### src/rtl/flag_unit.sv
// flag_unit: status-flag register, branch condition evaluator
// and LIFO flag stack for interrupt entry/exit.
`ifndef FLAGS_N
`define FLAGS_N 3
`endif
`ifndef FLAGS_Z
`define FLAGS_Z 2
`endif
`ifndef FLAGS_C
`define FLAGS_C 1
`endif
`ifndef FLAGS_V
`define FLAGS_V 0
`endif

module flag_unit #(
  parameter int STACK_DEPTH = 4
) (
  input  logic       Clock,
  input  logic       Reset,
  input  logic [3:0] AluFlags,
  input  logic       FlagsWe,
  input  logic [3:0] Cond,
  input  logic       Push,
  input  logic       Pop,
  input  logic       ErrClr,
  output logic [3:0] Flags,
  output logic       CarryOut,
  output logic       CondTrue,
  output logic       StackFull,
  output logic       StackEmpty,
  output logic       StackErr
);

  localparam int PW = $clog2(STACK_DEPTH + 1);
  localparam logic [PW-1:0] DEPTH = PW'(STACK_DEPTH);
  localparam logic [PW-1:0] ONE = PW'(1);

  logic [PW-1:0] ptr;
  logic [3:0]    stack [2**PW];
  logic          full;
  logic          empty;
  logic          push_ok;
  logic          pop_ok;
  logic          err_ev;
  logic          z, n, c, v;

  assign full  = (ptr == DEPTH);
  assign empty = (ptr == '0);

  // Push and Pop together cancel each other and count as an error.
  assign push_ok = Push & ~Pop & ~full;
  assign pop_ok  = Pop & ~Push & ~empty;
  assign err_ev  = (Push & Pop)
                 | (Push & full)
                 | (Pop & empty);

  assign StackFull  = full;
  assign StackEmpty = empty;
  assign CarryOut   = Flags[`FLAGS_C];

  // Flag register: a legal pop beats a coincident ALU writeback.
  always_ff @(posedge Clock) begin
    if (Reset)
      Flags <= 4'h0;
    else if (pop_ok)
      Flags <= stack[ptr - ONE];
    else if (FlagsWe)
      Flags <= AluFlags;
  end

  // Stack pointer, saturating in both directions.
  always_ff @(posedge Clock) begin
    if (Reset)
      ptr <= '0;
    else if (push_ok)
      ptr <= ptr + ONE;
    else if (pop_ok)
      ptr <= ptr - ONE;
  end

  // Stack storage captures the pre-edge flags; no reset needed.
  always_ff @(posedge Clock) begin
    if (push_ok)
      stack[ptr] <= Flags;
  end

  // Sticky error: a new error event wins over a clear.
  always_ff @(posedge Clock) begin
    if (Reset)
      StackErr <= 1'b0;
    else if (err_ev)
      StackErr <= 1'b1;
    else if (ErrClr)
      StackErr <= 1'b0;
  end

  assign z = Flags[`FLAGS_Z];
  assign n = Flags[`FLAGS_N];
  assign c = Flags[`FLAGS_C];
  assign v = Flags[`FLAGS_V];

  // Condition evaluation uses stored flags only.
  always_comb begin
    CondTrue = 1'b0;
    unique case (Cond)
      4'h0: CondTrue = 1'b1;
      4'h1: CondTrue = z;
      4'h2: CondTrue = ~z;
      4'h3: CondTrue = c;
      4'h4: CondTrue = ~c;
      4'h5: CondTrue = n;
      4'h6: CondTrue = ~n;
      4'h7: CondTrue = v;
      4'h8: CondTrue = ~v;
      4'h9: CondTrue = c & ~z;
      4'hA: CondTrue = ~c | z;
      4'hB: CondTrue = (n == v);
      4'hC: CondTrue = (n != v);
      4'hD: CondTrue = ~z & (n == v);
      4'hE: CondTrue = z | (n != v);
      4'hF: CondTrue = 1'b0;
    endcase
  end

endmodule

### config.mk
export PLATFORM = sky130hd
export DESIGN_NAME = flag_unit
export DESIGN_NICKNAME = d
export VERILOG_FILES = /design/src/rtl/flag_unit.sv
export SDC_FILE = /design/constraint.sdc
export NUM_CORES = 1
export LEC_CHECK = 0
export ABC_AREA = 1
export CORE_MARGIN = 2
export CORE_UTILIZATION = 45
export DETAILED_ROUTE_END_ITERATION = 12
export GPL_TIMING_DRIVEN = 0
export PLACE_DENSITY = 0.69
export SYNTH_ARGS = -nofsm -noshare
export SYNTH_HDL_FRONTEND = slang
export SYNTH_SLANG_ARGS = --single-unit
### constraint.sdc
create_clock -name Clock -period 1.7 [get_ports Clock]
set_clock_uncertainty 0.15 [all_clocks]
set_input_delay 0.17 -clock Clock [delete_from_list [all_inputs] [get_ports Clock]]
set_output_delay 0.17 -clock Clock [all_outputs]
set_load 0.005 [all_outputs]
==> flow_metrics.py <==
metrics = {
    "pwr": {
        "vdd_drop_max_v": 0.000422,
        "total_power_uw": 2650,
        "p_leak_uw": 0.00122,
        "powerDensity_nw_per_um2": 966,
    },
    "die": {
        "dieArea_um2": 5200,
        "start_util_pct": 47.3,
        "coreArea_um2": 4410,
        "pin_count": 23,
        "die_y_um": 72.1,
        "die_w_um": 72.1,
        "rows": 24,
    },
    "sta": {
        "post-route-period-util_pct": 98.3,
        "max_freq_mhz": 598,
        "worst_pin_slew_ns": 0.258,
        "final-setup-viol-count": 0,
        "fin_crit_ns": 1.67,
        "final_max_slew_viol_count": 0,
        "finalSetupTns_ns": 0,
        "final_hold_viol_count": 0,
        "setup_ws_ns": 0.0281,
        "relSlewSlack_pct": 82.7,
        "rsz0062_at_grt": "true",
    },
    "worst_setup_path": {
        "crit_type": "reg2out",
        "cp-start-kind": "flip-flop",
        "critPathMaxFanout": 6,
        "end_kind": "primary output",
        "critPathRequiredTime_ns": 1.38,
        "cp.arrival_ns": 1.35,
    },
    "synthesis": {
        "syn_area_um2": 2090,
        "synth_largest_area_cell": "edfxtp_1",
        "async_reset_ff_share_pct": 0,
        "yosysWarnings": 0,
        "synth_cells": 244,
        "synth_nets": 261,
        "synth.top_cells.by_count": "79 x nand2_1, 40 x inv_1, 32 x edfxtp_1, 28 x nand3_1, 13 x nor2_1",
        "synth_flop_cell": "edfxtp_1",
        "synth-seq-cells": 40,
        "ys_types": 25,
        "synth_edf_count": 32,
        "syn_avg_cell_area_um2": 8.56,
        "seq_area_frac_synth_pct": 53.7,
        "yosysTopAreaCellShare_pct": 46.0,
        "yosys-top-cells-area": "edfxtp_1 46%, nand2_1 14%, dfxtp_1 7.7%",
        "synth_most_common_cell": "nand2_1",
    },
    "global_routing": {
        "grt_max_degree": 19,
        "grtUsageTotal_pct": 20.0,
        "antenna_found_initial": 0,
        "overflow": 0,
        "grt_pass1_vias": 1600,
        "grt_first_pass_wirelength_mm": 7.67,
    },
    "cells_and_area": {
        "fin_util_pct": 62.1,
        "fin_nets": 301,
        "diodes": 0,
        "area_growth_pct": 31.1,
        "drive_above_1_share_pct": 21.1,
        "fin_area_um2": 2740,
    },
    "placed_design": {
        "io_buffers": 22,
        "dpl_cell_area_um2": 2470,
        "pre_cts_slack_ns": -0.429,
        "gp_congestion": 0.864,
        "post-dp-hpwl_mm": 3.10,
    },
    "route": {
        "drt_first_iter_violations": 79,
        "ant_nets": 0,
        "route.detailed.drc": 0,
        "wire_per_inst_um": 14.0,
        "dr.pass1.iters": 4,
        "vias": 1710,
        "via_per_inst": 5.07,
        "drt-total-wl_mm": 4.73,
    },
    "clocking": {
        "cts_buffers": 5,
        "cts_tree": "done",
        "clk_latency_ns": 0.30,
        "cts_hold_buf": 0,
        "clockBufferDepth": 2,
        "clkSinkCount": 40,
        "htree_levels": 2,
        "path_clk_slew_ns": 0.08,
        "clockRootBuffer": "clkbuf_8",
    },
    "worst_hold_path": {
        "hold_class": "reg2reg",
    },
    "status": {
        "status": "finished, final reports clean",
    },
    "flow_run": {
        "maxCapViolCount": 0,
    },
}
## registers in the layout, summed over array words and instances (netlist names)
register	cells
stack	32
StackErr	1
ptr	3
Flags	4
## per-stage QoR
stage | hold slack (ns) | cells
6_report | 0.324 | 337
5_1_grt | 0.343 | 337
4_1_cts | 0.335 | 337
3_5_place_dp | 0.323 | 318
3_3_place_gp | 0.304 | 318
2_1_floorplan | 0.0824 | 244
## cell usage in the layout, fill, tap and decap left out, drive strengths merged, types with 2 or more instances in the layout
cell type	count
a21oi	8
buf	18
clkbuf	5
clkdlybuf4s50	14
clkinv	2
dfxtp	8
dlygate4sd2	4
dlymetal6s2s	3
edfxtp	32
ha	3
inv	43
nand2	81
nand3	29
nand3b	2
nor2	14
o21ai	12
xor2	2
## per-layer routing
| metal | up-vias | wire length, um | track usage, % | part of all wire [%] |
|---|---|---|---|---|
| met3 | 7 | 250 | 4.58 | 5.3 |
| met1 | 789 | 2050 | 25.5 | 43 |
| met5 | - | 0 | 0 | 0 |
| met4 | 0 | 90 | 10.1 | 1.9 |
| li1 | 865 | - | - | - |
| met2 | 49 | 2330 | 32.2 | 49 |
## cell families after synthesis
kind of cell / share of synthesized area [%]
compound gates: 6.47
xor+xnor: 1.98
fa+ha+maj: 1.80
buf+inv: 10.8
flops: 53.7
simple gates: 25.3
## timing repair
item / 4_1_cts / 5_1_grt
resized for setup: 26 / 15
hold endpoints to repair: 0 / 0
buffers inserted: 12 / 0
pin swaps: 1 / 6
endpoints found under the setup margin: 44 / 23
## critical path, stage by stage, from the launching register on
cell and delay [ns]:
dfxtp_4 0.41, inv_2 0.06, nand2_2 0.07, nand3b_1 0.11, o21ai_1 0.10, nand2_1 0.06, nand2_1 0.05, inv_1 0.03
nand3_1 0.07, buf_2 0.11
## power by group
part,internal [uW],leakage [uW],switching (uW)
logic,317,0.000807,420
clock network,427,0.0000532,321
registers,1120,0.000364,43.8
total,1860,0.00122,785
## final timing paths
kind | from | to | slack, ns | depth (start not counted)
setup / recovery | Flags[0] | CondTrue | 0.03 | 9
hold / removal | StackErr | StackErr | 0.32 | 2
setup reg to reg | ptr[0] | stack[4][2] | 0.08 | 7
hold reg to reg | StackErr | StackErr | 0.32 | 2
## area by class of cell
type | count | area, um^2
multi-input cells | 155 | 870
well taps | 52 | 65.1
plain buffers | 5 | 52.6
flip-flops and latches | 40 | 1140
inverters | 43 | 174
fillers | 377 | 1670
clock inverters | 3 | 37.5
clock buffers | 5 | 68.8
repair buffers | 34 | 329
No activity file was read; power rests on OpenSTA's default activity.
